--- config.mk ---
export PLATFORM = sky130hd
export DESIGN_NAME = pipelined_shifter
export DESIGN_NICKNAME = d
export VERILOG_FILES = /design/src/rtl/shifter_pkg.sv /design/src/rtl/pipelined_shifter_level.sv /design/src/rtl/pipelined_shifter.sv
export SDC_FILE = /design/constraint.sdc
export NUM_CORES = 1
export LEC_CHECK = 0
export BUFFER_PORTS_ARGS = -buffer_cell sky130_fd_sc_hd__buf_4
export CAP_MARGIN = 15
export CORE_ASPECT_RATIO = 1.5
export CORE_MARGIN = 2
export CORE_UTILIZATION = 40
export CTS_CLUSTER_DIAMETER = 30
export DETAILED_ROUTE_END_ITERATION = 10
export GPL_ROUTABILITY_DRIVEN = 0
export GPL_TIMING_DRIVEN = 0
export SLEW_MARGIN = 20
export SYNTH_ARGS = -nofsm -noshare
export SYNTH_HDL_FRONTEND = slang
export SYNTH_SLANG_ARGS = --single-unit
export TNS_END_PERCENT = 50
--- constraint.sdc ---
create_clock -name clk -period 1.8 [get_ports clk]
set_input_delay 0.45 -clock clk [delete_from_list [all_inputs] [get_ports clk]]
set_output_delay 0.45 -clock clk [all_outputs]
set_load 0.02 [all_outputs]
--- src/rtl/shifter_pkg.sv ---
// Shared types and helpers for the pipelined EX-stage shifter.
// Op codes, per-level fill selection and a width-generic bit reverse.
package shifter_pkg;

  typedef enum logic [1:0] {
    SH_SLL,
    SH_SRL,
    SH_SRA,
    SH_ROR
  } shift_op_e;

  typedef enum logic [1:0] {
    FILL_ZERO,
    FILL_SIGN,
    FILL_ROT
  } fill_e;

  localparam int unsigned MAXW = 64;

  // Only the low w bits are reversed; callers truncate to their width.
  function automatic logic [MAXW-1:0] bitrev(
    input logic [MAXW-1:0] d,
    input int unsigned     w
  );
    logic [MAXW-1:0] r;
    r = '0;
    for (int unsigned i = 0; i < MAXW; i++) begin
      if (i < w) r[i[5:0]] = d[6'(w - 1 - i)];
    end
    return r;
  endfunction

  function automatic fill_e fill_of(input shift_op_e op);
    fill_e f;
    f = FILL_ZERO;
    unique case (1'b1)
      op == SH_SRA: f = FILL_SIGN;
      op == SH_ROR: f = FILL_ROT;
      default:      f = FILL_ZERO;
    endcase
    return f;
  endfunction

endpackage

--- src/rtl/pipelined_shifter_level.sv ---
// One right-shift level of fixed distance DIST.
// Fill is zero, the carried sign bit, or the rotated-out low bits.
module shift_level
  import shifter_pkg::*;
#(
  parameter int XLEN = 32,
  parameter int DIST = 1
) (
  input  logic [XLEN-1:0] data,
  input  logic            en,
  input  logic [1:0]      fill_mode,
  input  logic            sign,
  output logic [XLEN-1:0] res
);

  logic [DIST-1:0] fill;

  always_comb begin
    fill = '0;
    if (fill_mode == FILL_ROT) begin
      fill = data[DIST-1:0];
    end else if (fill_mode == FILL_SIGN) begin
      fill = {DIST{sign}};
    end
    res = en ? {fill, data[XLEN-1:DIST]} : data;
  end

endmodule

--- src/rtl/pipelined_shifter.sv ---
// Pipelined SLL/SRL/SRA/ROR shifter with valid/ready and flush.
// SLL runs the right-shift datapath on a bit-reversed operand.
module pipelined_shifter
  import shifter_pkg::*;
#(
  parameter int XLEN        = 32,
  parameter int PIPE_STAGES = 2,
  parameter int TAG_W       = 5
) (
  input  logic                    clk,
  input  logic                    rst_n,
  input  logic                    flush,
  input  logic                    in_valid,
  output logic                    in_ready,
  input  logic [1:0]              in_op,
  input  logic [XLEN-1:0]         in_data,
  input  logic [$clog2(XLEN)-1:0] in_amt,
  input  logic [TAG_W-1:0]        in_tag,
  output logic                    out_valid,
  input  logic                    out_ready,
  output logic [XLEN-1:0]         out_data,
  output logic [TAG_W-1:0]        out_tag
);

  localparam int SHW = $clog2(XLEN);
  localparam int LPS = (SHW + PIPE_STAGES - 1) / PIPE_STAGES;
  localparam int LST = PIPE_STAGES - 1;

  typedef struct packed {
    logic            vld;
    shift_op_e       op;
    logic [XLEN-1:0] data;
    logic [SHW-1:0]  amt;
    logic [TAG_W-1:0] tag;
    logic            sign;
  } stage_t;

  stage_t    ent;
  stage_t    sin [PIPE_STAGES];
  stage_t    q   [PIPE_STAGES];
  shift_op_e op_in;
  logic      adv;

  assign op_in    = shift_op_e'(in_op);
  assign adv      = !q[LST].vld || out_ready;
  assign in_ready = adv;

  always_comb begin
    ent      = '0;
    ent.vld  = in_valid;
    ent.op   = op_in;
    ent.data = in_data;
    if (op_in == SH_SLL) begin
      ent.data = XLEN'(bitrev(64'(in_data), XLEN));
    end
    ent.amt  = in_amt;
    ent.tag  = in_tag;
    ent.sign = in_data[XLEN-1];
  end

  for (genvar s = 0; s < PIPE_STAGES; s++) begin : g_st
    localparam int LO = s * LPS;
    localparam int HI = (LO + LPS > SHW) ? SHW : LO + LPS;

    logic [XLEN-1:0] ch [LPS+1];
    fill_e           fm;
    stage_t          so;

    if (s == 0) begin : g_first
      assign sin[s] = ent;
    end else begin : g_next
      assign sin[s] = q[s-1];
    end

    assign ch[0] = sin[s].data;
    assign fm    = fill_of(sin[s].op);

    // A stage may own fewer than LPS levels; the rest pass through.
    for (genvar j = 0; j < LPS; j++) begin : g_lvl
      if (LO + j < HI) begin : g_on
        shift_level #(
          .XLEN(XLEN),
          .DIST(1 << (LO + j))
        ) u_lvl (
          .data     (ch[j]),
          .en       (sin[s].amt[LO+j]),
          .fill_mode(fm),
          .sign     (sin[s].sign),
          .res      (ch[j+1])
        );
      end else begin : g_off
        assign ch[j+1] = ch[j];
      end
    end

    always_comb begin
      so      = sin[s];
      so.data = ch[LPS];
    end

    always_ff @(posedge clk or negedge rst_n) begin
      if (!rst_n) begin
        q[s] <= '0;
      end else if (flush) begin
        q[s].vld <= 1'b0;
      end else if (adv) begin
        q[s] <= so;
      end
    end
  end

  assign out_valid = q[LST].vld;
  assign out_tag   = q[LST].tag;

  always_comb begin
    out_data = q[LST].data;
    if (q[LST].op == SH_SLL) begin
      out_data = XLEN'(bitrev(64'(q[LST].data), XLEN));
    end
  end

endmodule

* Yosys cells after proc, flatten, opt, wreduce, memory -nomap -nowiden
Cells that the tools add are included.
** Word-level totals
- Output and inout bits :: 39
- Word-level logic and storage cells :: 50
- Register bits after elaboration :: 92
** Cells by class
- Bitwise operators :: 1
- Mux-type cells :: 23
- Reductions and logical operators :: 6
- Equal/unequal tests :: 8
** Operator list (number)
- 2-to-1 mux 32 bit :: 7
- 2-to-1 mux 46 bit :: 2
- 2-to-1 mux 16 bit :: 2
- 2-to-1 mux 8 bit :: 2
- equality test 2 bit (second input constant) :: 6
- 2-to-1 mux 4 bit :: 2
- one-hot mux 2 bit (2 select lines) :: 2
- equality test 2 x 1 -> 1 bit (second input constant) :: 2
- logical NOT 2 bit :: 2
- 2-to-1 mux 1 bit :: 4
- 2-to-1 mux 2 bit :: 2
- AND reduction 2 bit :: 1
- nonzero test 2 bit :: 1
- logical NOT 1 bit :: 1
- logical OR 1 bit :: 1
- inverter 1 bit :: 1

* Depth between registers and ports, before layout
- Depth after elaboration :: 12
- Mapped depth :: 8
- Depth with buffers taken out :: 5

* Hierarchy
Synthesis repeated with hierarchy kept, for this count alone.
** Unflattened totals
- Cells, all modules :: 493
- Area total of the unflattened synthesis :: 6910.4 µm²
** By module, submodules not included
- pipelined_shifter :: cells each 260, area an instance 4279.1 µm², seq. area each 2077.0 µm², times used 1
- shift_level at g_st[0].g_lvl[2].g_on.u_lvl :: cells each 46, area an instance 575.6 µm², seq. area each 0.0 µm², times used 1
- shift_level at g_st[0].g_lvl[0].g_on.u_lvl :: cells each 39, area an instance 550.5 µm², seq. area each 0.0 µm², times used 1
- shift_level at g_st[0].g_lvl[1].g_on.u_lvl :: cells each 41, area an instance 540.5 µm², seq. area each 0.0 µm², times used 1
- shift_level at g_st[1].g_lvl[1].g_on.u_lvl :: cells each 59, area an instance 519.2 µm², seq. area each 0.0 µm², times used 1
- shift_level at g_st[1].g_lvl[0].g_on.u_lvl :: cells each 48, area an instance 445.4 µm², seq. area each 0.0 µm², times used 1

* Worst setup path before layout
Ideal clock, no wire load.
- Kind :: in2reg
- Start :: input in_op[1]
- End :: register q, in the netlist g_st[1].ch[121]
- Buffers on the path :: 1
- Slack :: -50 ps
- Stages on the path :: 6
- Data required time :: 1674 ps
- Arrival time :: 1723 ps
- Path through :: buf_4 -> nor2_8 -> mux4_2 -> nor2_1 -> a211oi_1 -> a221o_1
** Between the ends
- Word-level cells in the longest chain between the ends :: 8
- Elaborated cells on any way between the ends :: 12
- Those cells by class :: eq/ne (4); mux (7); reduce/logical (1)
** RTL lines
- start: declaration :: RTL line pipelined_shifter.sv:15 : input logic [1:0] in_op,
- equality test 2 bit, on equally long branches :: RTL line shifter_pkg.sv:38, shifter_pkg.sv:37
- one-hot mux 2 bit (2 select lines) :: RTL line shifter_pkg.sv:36 : unique case (1'b1)
- equality test 2 x 1 -> 1 bit :: RTL line pipelined_shifter_level.sv:22 : end else if (fill_mode == FILL_SIGN) begin
- 2-to-1 mux 1 bit :: RTL line pipelined_shifter_level.sv:22
- 2-to-1 mux 1 bit :: RTL line pipelined_shifter_level.sv:20 : if (fill_mode == FILL_ROT) begin
- 2-to-1 mux 32 bit (*) (3 in series) :: RTL line pipelined_shifter_level.sv:25 : res = en ? {fill, data[XLEN-1:DIST]} : data;
- end signal: indexed assignment :: RTL line pipelined_shifter.sv:107 : q[s] <= so;
- end: declaration :: RTL line pipelined_shifter.sv:40 : stage_t q [PIPE_STAGES];
Mark *: on every way between the ends. The rest lies on a longest branch, timed or not.
A chain may end at the register's enable or synchronous reset.

* Final worst setup path
- Start :: register q[43] (netlist bit)
- End :: output out_data[23]
** Between the ends
- Word-level cells in the longest chain between the ends :: 2
** RTL lines
- logical NOT 2 bit :: RTL line pipelined_shifter.sv:117 : if (q[LST].op == SH_SLL) begin
- 2-to-1 mux 32 bit :: RTL line pipelined_shifter.sv:117
- end: declaration :: RTL line pipelined_shifter.sv:21 : output logic [XLEN-1:0] out_data,
Every way passes these cells.

==> metrics <==
Yosys warnings=0; Hold Path Class=in -> async; Critical Path RT=1350 ps; initial DRC count=372; setup ws final=-286 ps; PnR Total Power=7.43 mW; pwr dens=approximately 970 mW/mm2; Worst Tran Pin Value=752 ps; first-pass GRT wire length=31000 um; RSZ-0062 raised after global routing=yes; total track usage=24.4%; Max Slew Vio Count=0; # diodes=0; die height=154 um; DRT Wirelength=between 15000 and 20000 um; power share of the combinational group=about 42%; Seq pwr share=33.5%; violated checks=setup timing; r2r endpoint=q[26]$_DFFE_PN0P_; Distinct cells, synth=52; setup TNS=-8910 ps; clock buffer count from CTS=9; cells on worst reg2reg path=5; initial antenna violation count=0; clk_lat worst skew=340 ps; Root Driver=clkbuf_16; clock network power share=approximately a quarter; TritonRoute pass-1 iters=6; H-tree levels=3; Hold WS=153 ps; I/O Buffers=84; largest net degree at the start of global routing=between 80 and 90; Fin Clk Skew=6.38 ps; Worst EP arrival=1640 ps; share of cells above drive strength 1=29.3%; drt wl/cell=19.9 um; status=finished with violations; Core ar.=0.0146 mm2; Setup Viol. Count Final=32; Chip Width=slightly above 100 um; most frequent cells in the layout=131 x nand2_1, 83 x dfrtp_1, 61 x buf_4, 56 x mux2i_1, 49 x nor2_1; number of global-route vias before repair=5738; worst vdd ir=0.000509 V; sequential area share after synthesis=34.6%; switch share=between 30 and 40%; crit path buf inv count=3; R2R setup slack=30 ps; Leak=about 3.5 nW; Via density=approximately 5.8; Fin. Hold Viols=0; Mapped Nets=around 730; fin nets=around 830; Crit-path slowest cell=dfrtp_1; CP endpoint kind=output pin; Critical Path Max Stage Delay=410 ps; Remaining DRCs=0; CP top delay family=buffers and inverters; Worst-path clk slew=50 ps; Mapped Area=0.00600 mm2; gate count of the mapped netlist=a little under 700; GR Overflow Total=0; chain of cells forming the critical path=nor2_4 -> buf_12 -> clkbuf_16 -> mux2_4 -> buf_6; crit path time final=2090 ps; worst reg2reg path startpoint=g_st[1].so[9]$_DFFE_PN0P_; Max-slew headroom=49.9%; CTS Buffer Depth=2; antenna-violating nets left=0; Setup crit start=q[43]$_DFFE_PN0P_; dominant synthesized flop cell=dfrtp_1; CTS sink cnt=83; NetSw=2.57 mW; Worst setup SP type=flop; fin crit share=116%; initial core utilization=41.1%; Critical Path End=out_data[23]; P&R area growth vs syn=27.1%; Die Area=0.0160 mm2; Rows=54; via count=5683; Yosys reg bits=83; critical path depth=5; CP Class=reg -> out; Pint=4.86 mW; Post-Syn Area per Cell=8.86 um2; most common cell after layout, fill and taps aside=nand2_1; Async SR Flop Fraction=100%; CTS tree=built; critical-path maximum fanout=7; Max Fclk=0.479 GHz; max-cap violation count=0; # IOs=88; EDFF count, synth=0; DP HPWL=15100 um
## how the worst min path moves through the flow
stage                                   start                          end  slack (ps)  cells after the start
global route                            rst_n       out_tag[3]$_DFFE_PN0P_         200                      1
finish                                  rst_n       out_tag[3]$_DFFE_PN0P_         150                      1
global placement    g_st[1].so[4]$_DFFE_PN0P_       out_tag[3]$_DFFE_PN0P_         450                      2
floorplan                               rst_n  g_st[1].ch[100]$_DFFE_PN0P_         150                      0
detailed placement  g_st[1].so[5]$_DFFE_PN0P_       out_tag[4]$_DFFE_PN0P_         460                      2
CTS                                 in_tag[3]    g_st[1].so[4]$_DFFE_PN0P_         290                      3
## synth_stat cells, types with 2 or more instances
library cell,n,area [um2]
mux2_4,2,30.0
a221o_1,2,20.0
mux2i_1,56,561
clkbuf_1,25,93.8
or2_2,2,12.5
buf_6,4,45.0
mux4_2,10,225
buf_2,22,110
nor3b_1,2,15.0
a2bb2oi_1,3,26.3
nor2_1,53,199
a32oi_1,3,26.3
nor3_1,5,25.0
nand3_1,3,15.0
a21oi_1,46,230
and3_1,2,12.5
nand2_1,132,495
nor2b_1,6,37.5
buf_4,10,75.1
a221oi_1,3,26.3
a211oi_1,4,30.0
mux2_2,50,563
dfrtp_1,83,2080
inv_1,12,45.0
o21ai_1,5,25.0
o21ai_0,41,205
o211ai_1,2,15.0
a22oi_1,22,165
o22ai_1,24,150
or3_1,2,12.5
o221ai_1,16,140
a22o_1,3,26.3
buf_12,3,60.1
## registers in the layout, indices dropped and copies added (netlist names)
signal / flops
out_valid: 1
g_st.ch: 32
q: 34
g_st.so: 11
out_tag: 5
## what timing repair did
action                                  in CTS  in global routing
resized for setup                           91                 12
endpoints found under the hold margin        0                  0
hold buffers                                 0                  0
pin swaps                                    1                  0
buffers inserted                             2                  0
endpoints found under the setup margin     110                 53
cloned                                       3                  0
## per-stage QoR
step / setup WS [ps] / cell area, um2 / std cells / util, %
after floorplan: -31.7 / 6010 / 677 / -
after global placement: -545 / 6880 / 957 / 47.2
after detailed placement: -574 / 6880 / 957 / 47.2
after CTS: -294 / 7600 / 977 / 52.0
after global routing: -338 / 7620 / 977 / 52.2
final: -286 / 7620 / 977 / 52.2
## final cells by class
type	instances	area, um2
repair buffers	89	857
plain buffers	63	469
well taps	196	245
multi-input cells	517	3640
fillers	1399	6970
clock buffers	14	254
inverters	13	48.8
clock inverters	2	35.0
flip-flops and latches	83	2080
## cell families after synthesis
group	synth area share, %
AO/OA/AOI/OAI	20.2
XOR/XNOR	0.146
buffers and inverters	7.22
flip-flops	34.6
multiplexers	23.4
AND/OR/NAND/NOR	14.4
## layer usage
metal	GRT usage, %	wire [um]
met5	0	0
met4	14.3	1060
met3	3.09	896
met2	44.9	10400
met1	26.8	7090
## power groups by stage
stage | Combinational [mW] | Sequential (mW) | Clock, mW
floorplan | 1.74 | 2.38 | 0
global placement | 2.59 | 2.47 | 0
detailed placement | 2.63 | 2.50 | 0
CTS | 3.11 | 2.48 | 1.82
global route | 3.34 | 2.53 | 1.91
finish | 3.14 | 2.49 | 1.80
Note: power is estimated with default switching activity, not from simulation.
